[config.mk]
export PLATFORM = sky130hd
export DESIGN_NAME = ofs_asp_irq_ctrl
export DESIGN_NICKNAME = d
export VERILOG_FILES = /design/src/rtl/ofs_asp_irq_ctrl.sv
export SDC_FILE = /design/constraint.sdc
export NUM_CORES = 1
export LEC_CHECK = 0
export BUFFER_PORTS_ARGS = -buffer_cell sky130_fd_sc_hd__clkbuf_2
export CAP_MARGIN = 20
export CELL_PAD_IN_SITES_DETAIL_PLACEMENT = 1
export CELL_PAD_IN_SITES_GLOBAL_PLACEMENT = 1
export CORE_MARGIN = 10
export CORE_UTILIZATION = 37
export DETAILED_ROUTE_END_ITERATION = 8
export PLACE_DENSITY = 0.88
export SYNTH_ARGS = -nofsm -noshare
export SYNTH_HDL_FRONTEND = slang
export SYNTH_SLANG_ARGS = --single-unit
[constraint.sdc]
create_clock -name clk -period 2.9 [get_ports clk]
set_input_delay 0.29 -clock clk [delete_from_list [all_inputs] [get_ports clk]]
set_output_delay 0.29 -clock clk [all_outputs]
set_load 0.02 [all_outputs]
[src/rtl/ofs_asp_irq_ctrl.sv]
// ofs_asp_irq_ctrl
//   Interrupt aggregator/sequencer for the ASP. Rising edges on the DMA_0 (bit0), kernel (bit1)
//   and DMA_1 (bit2) IRQ sources are latched into a host-visible STATUS CSR. Unmasked pending
//   sources are serialised into single-vector requests toward the host-channel interrupt port
//   over a valid/ready handshake, with a hold-off gap after every accepted request.
//
//   Ports
//     clk, reset                  single clock, asynchronous active-high reset
//     irq_src                     level IRQ sources, synchronous to clk
//     csr_address/write/writedata CSR write port (word address, single-cycle strobe)
//     csr_read                    CSR read strobe (single cycle)
//     csr_readdata/readdatavalid  read response, one cycle after csr_read
//     irq_req_valid/vector/ready  interrupt request handshake toward the host channel
//
//   CSR map (word address): 0 STATUS (RW1C), 1 MASK (RW, 1 = masked), 2 GLOBAL_EN (bit0),
//   3 COUNT (RO, accepted requests), 4 INFLIGHT (RO). Other addresses read 0.
module ofs_asp_irq_ctrl #(
    parameter int unsigned NUM_IRQ_LINES  = 4,
    parameter int unsigned NUM_IRQ_USED   = 3,
    parameter int unsigned CSR_DATA_WIDTH = 64,
    parameter int unsigned CSR_ADDR_WIDTH = 3,
    parameter int unsigned HOLDOFF_CYCLES = 16
) (
    input  logic                             clk,
    input  logic                             reset,
    input  logic [NUM_IRQ_USED-1:0]          irq_src,
    input  logic [CSR_ADDR_WIDTH-1:0]        csr_address,
    input  logic                             csr_write,
    input  logic [CSR_DATA_WIDTH-1:0]        csr_writedata,
    input  logic                             csr_read,
    output logic [CSR_DATA_WIDTH-1:0]        csr_readdata,
    output logic                             csr_readdatavalid,
    output logic                             irq_req_valid,
    output logic [$clog2(NUM_IRQ_LINES)-1:0] irq_req_vector,
    input  logic                             irq_req_ready
);

    localparam int unsigned VecW  = $clog2(NUM_IRQ_LINES);
    localparam int unsigned HoldW = (HOLDOFF_CYCLES > 1) ? $clog2(HOLDOFF_CYCLES) : 1;

    localparam logic [CSR_ADDR_WIDTH-1:0] AddrStatus   = CSR_ADDR_WIDTH'(0);
    localparam logic [CSR_ADDR_WIDTH-1:0] AddrMask     = CSR_ADDR_WIDTH'(1);
    localparam logic [CSR_ADDR_WIDTH-1:0] AddrGlobalEn = CSR_ADDR_WIDTH'(2);
    localparam logic [CSR_ADDR_WIDTH-1:0] AddrCount    = CSR_ADDR_WIDTH'(3);
    localparam logic [CSR_ADDR_WIDTH-1:0] AddrInflight = CSR_ADDR_WIDTH'(4);

    typedef enum logic [1:0] {StIdle, StReq, StHoldoff} state_e;

    state_e                      state_q, state_d;
    logic [NUM_IRQ_USED-1:0]     src_q;
    logic [NUM_IRQ_USED-1:0]     status_q, status_d;
    logic [NUM_IRQ_USED-1:0]     mask_q, mask_d;
    logic [NUM_IRQ_USED-1:0]     inflight_q, inflight_d;
    logic                        global_en_q, global_en_d;
    logic [31:0]                 count_q, count_d;
    logic [VecW-1:0]             vec_q, vec_d;
    logic [HoldW-1:0]            hold_q, hold_d;
    logic [CSR_DATA_WIDTH-1:0]   readdata_q, rd_data;
    logic                        readdatavalid_q;

    logic [NUM_IRQ_USED-1:0]     rise, w1c, eligible, acc_onehot;
    logic [VecW-1:0]             pick_vec;
    logic                        accept;
    logic                        unused_wdata;

    assign unused_wdata = ^csr_writedata[CSR_DATA_WIDTH-1:NUM_IRQ_USED];

    // ---------------- CSR and IRQ bookkeeping ----------------
    always_comb begin
        rise     = irq_src & ~src_q;
        w1c      = (csr_write && csr_address == AddrStatus) ?
                   csr_writedata[NUM_IRQ_USED-1:0] : '0;
        accept   = (state_q == StReq) && irq_req_ready;
        for (int i = 0; i < int'(NUM_IRQ_USED); i++) begin
            acc_onehot[i] = accept && (vec_q == VecW'(i));
        end
        // Set wins over a same-cycle W1C.
        status_d = (status_q & ~w1c) | rise;
        // A host W1C acknowledges service even when a merged edge keeps STATUS set, so the
        // vector can be re-requested. A bit accepted after STATUS was already cleared drops
        // out one cycle later because STATUS is 0.
        inflight_d = (inflight_q & status_q & ~w1c) | acc_onehot;
        mask_d      = (csr_write && csr_address == AddrMask) ?
                      csr_writedata[NUM_IRQ_USED-1:0] : mask_q;
        global_en_d = (csr_write && csr_address == AddrGlobalEn) ?
                      csr_writedata[0] : global_en_q;
        count_d     = count_q + {31'b0, accept};
        eligible    = status_q & ~mask_q & ~inflight_q & {NUM_IRQ_USED{global_en_q}};
        // Descending scan so the lowest eligible index wins.
        pick_vec = '0;
        for (int i = int'(NUM_IRQ_USED) - 1; i >= 0; i--) begin
            if (eligible[i]) pick_vec = VecW'(i);
        end
    end

    // Read mux sees only registered state, so a same-cycle write returns the pre-write value.
    always_comb begin
        rd_data = '0;
        case (csr_address)
            AddrStatus:   rd_data[NUM_IRQ_USED-1:0] = status_q;
            AddrMask:     rd_data[NUM_IRQ_USED-1:0] = mask_q;
            AddrGlobalEn: rd_data[0]                = global_en_q;
            AddrCount:    rd_data[31:0]             = count_q;
            AddrInflight: rd_data[NUM_IRQ_USED-1:0] = inflight_q;
            default:      rd_data                   = '0;
        endcase
    end

    always_ff @(posedge clk or posedge reset) begin
        if (reset) begin
            src_q           <= '0;
            status_q        <= '0;
            mask_q          <= '1;
            inflight_q      <= '0;
            global_en_q     <= 1'b0;
            count_q         <= '0;
            readdata_q      <= '0;
            readdatavalid_q <= 1'b0;
        end else begin
            src_q           <= irq_src;
            status_q        <= status_d;
            mask_q          <= mask_d;
            inflight_q      <= inflight_d;
            global_en_q     <= global_en_d;
            count_q         <= count_d;
            readdatavalid_q <= csr_read;
            if (csr_read) readdata_q <= rd_data;
        end
    end

    assign csr_readdata      = readdata_q;
    assign csr_readdatavalid = readdatavalid_q;

    // ---------------- Request sequencer ----------------
    always_ff @(posedge clk or posedge reset) begin
        if (reset) begin
            state_q <= StIdle;
            vec_q   <= '0;
            hold_q  <= '0;
        end else begin
            state_q <= state_d;
            vec_q   <= vec_d;
            hold_q  <= hold_d;
        end
    end

    always_comb begin
        state_d = state_q;
        vec_d   = vec_q;
        hold_d  = hold_q;
        case (state_q)
            StIdle: begin
                if (|eligible) begin
                    state_d = StReq;
                    vec_d   = pick_vec;
                end
            end
            // No retraction: vector stays put until the host takes it.
            StReq: begin
                if (irq_req_ready) begin
                    state_d = StHoldoff;
                    hold_d  = HoldW'(HOLDOFF_CYCLES - 1);
                end
            end
            StHoldoff: begin
                if (hold_q == '0) state_d = StIdle;
                else              hold_d  = hold_q - 1'b1;
            end
            default: state_d = StIdle;
        endcase
    end

    always_comb begin
        irq_req_valid  = (state_q == StReq);
        irq_req_vector = vec_q;
    end

endmodule

; Word-level counts from Yosys, hierarchy flattened
; Index checks and enable logic that the tools add are counted.
[totals]
reg_bits = 86
latchBits = 0
ramBits = 0
rom_bits = 0
in_bits = 75
output_inout_bits = 68
memories = 0
[classes]
add_sub_neg = 2
mul = 0
n_div = 0
order_cmp = 0
eq_ne = 12
shifts = 0
muxes = 14
bitwise = 13
n_reduce_logical = 16
[op_table]
columns = op, n
row1 = adder 32 x 1 -> 32 bit, 1
row2 = two-way mux 29 bit, 1
row3 = bitwise AND 3 bit, 7
row4 = two-way mux 2 bit, 6
row5 = inverter 3 bit, 4
row6 = two-way mux 4 bit, 2
row7 = one-hot mux 2 bit (4 select lines), 1
row8 = one-hot mux 4 bit (2 select lines), 1
row9 = logical AND 1 bit, 7
row10 = "== test 3 x 2 -> 1 bit, second input constant", 2
row11 = "inequality test 2 bit, second input constant", 3
row12 = OR 3 bit, 2
row13 = one-hot mux 2 bit (3 select lines), 1
row14 = AND reduction 3 bit, 2
row15 = one-hot mux 1 bit (5 select lines), 1
row16 = "== test 2 x 1 -> 1 bit, second input constant", 2
row17 = "== test 2 bit, second input constant", 2
row18 = logical NOT 2 bit, 2
row19 = logical NOT 4 bit, 1
row20 = "subtractor 4 x 1 -> 4 bit, second input constant", 1
row21 = "== test 3 x 1 -> 1 bit, second input constant", 1
row22 = "== test 3 bit, second input constant", 1
row23 = logical NOT 3 bit, 1
row24 = two-way mux 3 bit, 1
row25 = 4 further kinds, 4

; Depth between registers and ports, before layout
; Gate-level depths: netlist of run 1.
[logic_depth]
ltp_word = 7
depth_mapped = 9
depth_no_buf = 8

; Least setup slack after synthesis of run 1
; Ideal clock, no wire load.
[synth_timing]
path_kind = reg-to-reg
start = reg state_q[1]
end = reg count_q[30]
arrival_time_ns = 1.982
setup_slack_ns = 0.838
path_stages_with_launch = 10
period_less_slack_ns = 2.062
cell_sequence = dfrtp_1 nand3b_1 inv_1 ha_1 ha_1 nand3_1 or3_1 buf_6 nor4_4 xor2_1
[synth_via]
elab_chain_len = 3
[synth_rtl]
columns = item, line_no
row1 = from (decl), 49  ; state_e state_q, state_d;
row2 = from (signal assigned), 137  ; state_q <= StIdle;
row3 = from (signal assigned), 141  ; state_q <= state_d;
row4 = == test 2 x 1 -> 1 bit, 73  ; accept = (state_q == StReq) && irq_req_ready;
row5 = logical AND 1 bit, 73
row6 = adder 32 x 1 -> 32 bit, 87  ; count_d = count_q + {31'b0, accept};
row7 = via count_d[30], 55  ; logic [31:0] count_q, count_d;
row8 = to (signal assigned), 125  ; count_q <= count_d;
row9 = to (decl), 55
; The timed path passes the listed nets, and every way through them passes these cells.
; A chain may end at the register's enable or synchronous reset.

; Worst setup path in the final report of run 1
[layout_timing]
start = reg state_q[1]
end = reg count_q[26]
; Same word-level chain as after synthesis.

==> results of run 1 <==
report_power, final:
| group | switching (W) | internal [W] | leakage, nW |
|---|---|---|---|
| clock | 0.000428 | 0.000335 | 0.0796 |
| sequential | 0.000146 | 0.00133 | 1.11 |
| combinational | 0.000267 | 0.000175 | 0.977 |
layer usage:
layer / GRT usage (%) / vias to the layer above / share of wire (%)
met4: 4.46 / 0 / 1.8
met2: 21.6 / 57 / 53
met1: 12.7 / 1397 / 41
met5: 0 / - / 0
met3: 3.32 / 13 / 4.3
li1: - / 1343 / -
logic make-up (layout without fill, tap and decap cells):
kind of cell	after synthesis	count (layout)
AND/OR/NAND/NOR	132	132
adder cells (fa/ha/maj)	4	4
XOR/XNOR	31	31
multiplexers	7	7
buffers and inverters	85	111
other	1	32
flip-flops	86	86
AO/OA/AOI/OAI	49	49
through the flow:
stage	worst slack [ns]	hold slack, ns
after global routing	0.278	0.0350
after global placement	0.535	0.406
after floorplan	0.393	0.321
after detailed placement	0.440	0.417
final	0.430	0.0185
after CTS	0.430	0.0357
area by class of cell:
cell class                      count  area share, %
Sequential cell                    86           48.0
Multi-Input combinational cell    255           34.5
Timing Repair Buffer               53           6.40
Tap cell                          140           3.90
Inverter                           42           3.53
Clock buffer                       13           3.31
Clock inverter                      3          0.445
flip-flops by register name, indices dropped and copies added, names as in the netlist:
signal and cells:
count_q 32, csr_readdata 32, csr_readdatavalid 1, global_en_q 1
hold_q 4, inflight_q 3, irq_req_vector 2, mask_q 3
src_q 3, state_q 2, status_q 3
cell usage in the layout (no fill, tap or decap), drive strengths merged, types with 6 or more instances in the layout:
cell type / instances
nor2: 18
nand4: 6
conb: 32
xor2: 19
and3: 6
clkbuf: 62
nand2: 53
xnor2: 12
o21ai: 35
nor3: 14
nand3: 13
inv: 41
dfrtp: 83
worst max-delay path: stages (launching register included):
cell      delay [ns]
dfrtp_1         0.45
nand3b_1        0.23
inv_1           0.11
ha_1            0.19
ha_1            0.24
nand3_1         0.11
or3_1           0.59
nor3_2          0.28
xor2_1          0.19
path summary, 6_finish.rpt:
path / startpoint / end / slack [ns] / depth (start not counted)
worst max-delay path: state_q[1] / count_q[26] / 0.43 / 8
worst min-delay path: reset / csr_readdata[23] / 0.02 / 2
worst max register to register: state_q[1] / count_q[26] / 0.43 / 8
worst min register to register: src_q[1] / status_q[1] / 0.43 / 1
max in group asynchronous: reset / csr_readdata[9] / 2.20 / 3
min in group clk: irq_src[2] / src_q[2] / 0.05 / 1
==> results.py, run 1 <==
metrics = {
    "global_route": {
        "gr-total-overflow": 0,
        "grt_pass1_wl_mm": 15.3,
        "grt_antenna_before_repair": 0,
        "grt_usage_pct": 11.9,
        "grt_max_degree": 46,
        "grt_pass1_vias": 3106,
    },
    "clock_network": {
        "clock_sinks": 86,
        "cts_setup_buffers": 0,
        "cts_buffer_depth": 2,
        "numCtsBuffers": 9,
        "cts_resized": 0,
        "ctsHoldBuffers": 0,
        "cts_tree": "built",
        "clk_pin_slew_ns": 0.09,
        "insertion_delay_ns": 0.35,
        "clock-root-buffer": "clkbuf_8",
        "htreeDepth": 3,
    },
    "final_layout": {
        "fill_cells": 1283,
        "multi_input_area_mm2": 0.00155,
        "finalInstanceArea_mm2": 0.00450,
        "diodes": 0,
        "stdcell_count": 592,
        "drive_gt1_share_pct": 19.7,
        "finish.utilization_pct": 41.8,
        "synthToLayoutAreaGrowth_pct": 11.3,
        "fin_nets": 526,
        "regArea_mm2": 0.00216,
    },
    "synthesis": {
        "synth_top_family_by_area": "simple AND/OR/NAND/NOR gates",
        "synth.mux.area_fraction_pct": 2.17,
        "synth_ff_type": "dfrtp_1",
        "synth_area_per_cell_um2": 10.2,
        "synth.top_cell.area_share_pct": 51.4,
        "async_reset_ff_share_pct": 100,
        "synthCells": 395,
        "synth_compound_area_share_pct": 6.97,
        "yosysTopAreaCell": "dfrtp_1",
        "synth_warnings": 0,
        "synth_adder_area_share_pct": 1.24,
        "synth_seq_area_share_pct": 53.4,
        "netlist_area_mm2": 0.00404,
        "synth_edf_count": 0,
        "synth_commonest_cells": "dfrtp_1, nand2_1, inv_1",
        "ys_types": 45,
        "synth_area_leaders": "dfrtp_1, buf_4, nand2_1",
        "synth.most_common_cell": "dfrtp_1",
        "ys_ff_latch": 86,
        "synth_xor_area_share_pct": 6.72,
        "yosys.area_share.simple_pct": 18.3,
    },
    "power_and_ir_drop": {
        "peakVddDrop_uv": 268,
        "power.total_w": 0.00268,
        "power_density_mw_per_mm2": 596,
        "cellLeakagePower_nw": 2.17,
    },
    "floorplanning": {
        "core_area_mm2": 0.0107,
        "dieArea_mm2": 0.0155,
        "die_w_um": 124,
        "dieHeight_um": 124,
        "rows": 38,
        "io_pins": 143,
        "start_util_pct": 37.6,
    },
    "sta": {
        "tns_ns": 0,
        "worst_slew_pin_slew_ns": 0.761,
        "hold_violations": 0,
        "final-setup-viol-count": 0,
        "finalMaxSlewViolations": 0,
        "fmax_mhz": 405,
        "fin_crit_sh_pct": 85.2,
        "fin_skew_ns": 0.0106,
        "relSlewSlack_pct": 49.2,
        "fin_crit_ns": 2.47,
        "rsz0062_at_grt": "no",
    },
    "drt": {
        "first_pass_iters": 4,
        "vias": 2810,
        "wire_per_inst_um": 15.5,
        "drc": 0,
        "totalWireLength_mm": 9.17,
        "drtIter0Drc": 139,
        "viasPerCell": 4.75,
        "ant_nets": 0,
    },
    "worst_setup_path": {
        "critPathCaptureType": "flip-flop",
        "cp-start-kind": "flip-flop",
        "worstPathRequired_ns": 3.18,
        "path_class": "reg -> reg",
        "path_max_fanout": 10,
        "crit_arrival_ns": 2.75,
    },
    "placement": {
        "place_hpwl_mm": 6.91,
        "dp_cells": 576,
        "port_buffers": 49,
        "post_dp_cell_area_mm2": 0.00433,
        "gp_congestion": 0.791,
    },
    "flow_run": {
        "cap_violations": 0,
    },
    "outcome": {
        "status": "finished, final reports clean",
    },
    "min_path": {
        "hold_class": "in -> async",
    },
}
Note: power is estimated with default switching activity, not from simulation.
==> inputs of run 2 (changes only) <==
--- a/config.mk
+++ b/config.mk
@@ -5,12 +5,13 @@
 export SDC_FILE = /design/constraint.sdc
 export NUM_CORES = 1
 export LEC_CHECK = 0
+export ABC_AREA = 1
 export BUFFER_PORTS_ARGS = -buffer_cell sky130_fd_sc_hd__clkbuf_2
 export CAP_MARGIN = 20
 export CELL_PAD_IN_SITES_DETAIL_PLACEMENT = 1
 export CELL_PAD_IN_SITES_GLOBAL_PLACEMENT = 1
 export CORE_MARGIN = 10
-export CORE_UTILIZATION = 37
+export CORE_UTILIZATION = 36
 export DETAILED_ROUTE_END_ITERATION = 8
 export PLACE_DENSITY = 0.88
 export SYNTH_ARGS = -nofsm -noshare
==> run 2 against run 1 <==
Highest routed layer unchanged. Area after synthesis grew 6.9%. Non-clock buffer count shrank 1. Largest power group unchanged. Flip-flop and latch count is the same. Clock-buffer cell count shrank 3. Critical path depth grew 2. Largest cell class unchanged.
==> results.py, run 2 <==
metrics = {
    "placement": {
        "place_ws_ns": 0.789,
        "place_hpwl_mm": 8.58,
        "port_buffers": 49,
        "gp_congestion": 0.829,
    },
    "final_layout": {
        "drive_gt1_share_pct": 15.0,
        "most-common-layout-cells": "nand2_1, dfrtp_1, nor2_1",
        "fill_cells": 1412,
        "layout_commonest_cell": "nand2_1",
        "synthToLayoutAreaGrowth_pct": 13.9,
        "diodes": 0,
        "fin_nets": 661,
        "regArea_mm2": 0.00216,
        "multi_input_area_mm2": 0.00184,
    },
    "drt": {
        "totalWireLength_mm": 11.7,
        "vias": 3599,
        "first_pass_iters": 4,
        "ant_nets": 0,
        "wire_per_inst_um": 16.0,
        "drtIter0Drc": 205,
        "drc": 0,
        "viasPerCell": 4.93,
    },
    "sta": {
        "fin_crit_ns": 2.15,
        "relSlewSlack_pct": 39.0,
        "fin_crit_sh_pct": 74.1,
        "fin_skew_ns": 0.00524,
        "rsz0062_at_grt": "no",
        "fmax_mhz": 465,
        "tns_ns": 0,
        "finalMaxSlewViolations": 0,
        "final-setup-viol-count": 0,
        "hold_violations": 0,
        "setup_slack_ns": 0.751,
        "worst_slew_pin_slew_ns": 0.915,
    },
    "synthesis": {
        "synth_edf_count": 0,
        "synth.most_common_cell": "nand2_1",
        "ys_ff_latch": 86,
        "async_reset_ff_share_pct": 100,
        "yosysTopAreaCell": "dfrtp_1",
        "synth_seq_area_share_pct": 49.9,
        "synth_area_per_cell_um2": 8.13,
        "synth_ff_type": "dfrtp_1",
        "synthCells": 531,
        "synth_commonest_cells": "nand2_1, dfrtp_1, nor2_1",
        "synth_warnings": 0,
        "netlist_area_mm2": 0.00432,
        "synth.top_cell.area_share_pct": 48.1,
        "ys_types": 24,
        "synth_area_leaders": "dfrtp_1, nand2_1, buf_4",
    },
    "worst_setup_path": {
        "path_class": "reg -> reg",
        "path_max_fanout": 6,
        "critical_path.max_stage_delay_ns": 0.42,
        "critPathBufInv": 2,
        "critPathCaptureType": "flip-flop",
        "cp-start-kind": "flip-flop",
        "path_cells": "nor2_1 -> nand2_1 -> inv_1 -> ha_1 -> ha_1 -> nand3_2 -> clkinv_2 -> nand3b_1 -> o21ai_0 -> nand2_1",
        "worstPathRequired_ns": 3.13,
        "crit_arrival_ns": 2.38,
        "slowest_stage": "dfrtp_1",
        "cpLargestDelayFamily": "simple AND/OR/NAND/NOR gates",
    },
    "global_route": {
        "grt_antenna_before_repair": 0,
        "grt_usage_pct": 14.5,
        "gr-total-overflow": 0,
        "grt_pass1_vias": 3917,
        "grt_max_degree": 51,
        "grt_pass1_wl_mm": 19.6,
    },
    "floorplanning": {
        "core_area_mm2": 0.0116,
        "io_pins": 143,
        "dieArea_mm2": 0.0168,
        "rows": 39,
        "start_util_pct": 37.3,
        "dieHeight_um": 130,
        "die_w_um": 130,
    },
    "clock_network": {
        "htreeDepth": 3,
        "cts_setup_buffers": 0,
        "ctsHoldBuffers": 0,
        "insertion_delay_ns": 0.34,
        "clock-root-buffer": "clkbuf_16",
        "cts_tree": "built",
        "cts_buffer_depth": 2,
        "clock_sinks": 86,
        "numCtsBuffers": 9,
        "cts_resized": 0,
        "clk_pin_slew_ns": 0.06,
    },
    "power_and_ir_drop": {
        "power_frac_comb_pct": 17.2,
        "power_frac_clock_pct": 37.4,
        "cellLeakagePower_nw": 2.47,
        "power_density_mw_per_mm2": 666,
        "seq_power_share_pct": 45.4,
        "peakVddDrop_uv": 285,
        "netSwitchingFraction_pct": 30.9,
        "p_switching_w": 0.00101,
        "p_int_w": 0.00226,
    },
    "flow_run": {
        "cap_violations": 0,
    },
    "min_path": {
        "hold_class": "in -> reg",
    },
    "outcome": {
        "status": "finished, final reports clean",
    },
}
-- run 2: logic make-up (layout without fill, tap and decap cells) --
kind of cell               Yosys count  after routing  share of synthesized area (%)
and+or+nand+nor                    299            299                           30.0
DFF                                 86             86                           49.9
buffers and inverters               80            105                           10.0
AOI/OAI and AO/OA                   46             46                           5.74
xor gates and xnor gates            15             15                           3.04
adders and majority gates            4              4                           1.16
other                                1             32                         0.0869
-- run 2: cell type report --
cell class | count | area share [%]
clock buffers | 10 | 4.66
clock inverters | 6 | 1.76
inverters | 37 | 2.88
multi-input cells | 396 | 37.5
flip-flops and latches | 86 | 43.9
well taps | 143 | 3.64
repair buffers | 52 | 5.70
-- run 2: worst paths after layout --
kind	from	to	slack (ns)	cells past startpoint
hold reg to reg	src_q[1]	status_q[1]	0.43	1
setup / recovery	state_q[1]	count_q[18]	0.75	10
setup reg to reg	state_q[1]	count_q[18]	0.75	10
hold / removal	irq_src[1]	src_q[1]	0.06	1
min in group asynchronous	reset	status_q[0]	0.10	2
max in group asynchronous	reset	count_q[20]	2.11	3
-- run 2: power groups by stage --
stage / registers [W] / logic (W) / clock network, W
2_1_floorplan: 0.00149 / 0.000401 / 0
3_3_place_gp: 0.00149 / 0.000505 / 0
3_5_place_dp: 0.00150 / 0.000554 / 0
4_1_cts: 0.00148 / 0.000573 / 0.00124
5_1_grt: 0.00151 / 0.000647 / 0.00130
6_report: 0.00149 / 0.000565 / 0.00122
-- run 2: per-layer routing --
metal	share of wire, %	up-vias	track usage [%]
met3	4.5	13	3.38
met1	44	1786	17.2
met4	1.5	0	5.09
li1	-	1716	-
met5	0	-	0
met2	50	84	25.2
-- run 2: metrics by stage --
stage               hold slack [ns]  cell area (µm²)  utilization, %  total power (W)  cells
detailed placement            0.415             4600            39.8          0.00205    714
global placement              0.406             4600            39.8          0.00199    714
finish                       0.0630             4920            42.5          0.00327    730
global route                 0.0583             4920            42.5          0.00345    730
floorplan                     0.321             4430               -          0.00189    562
CTS                          0.0592             4920            42.5          0.00330    730
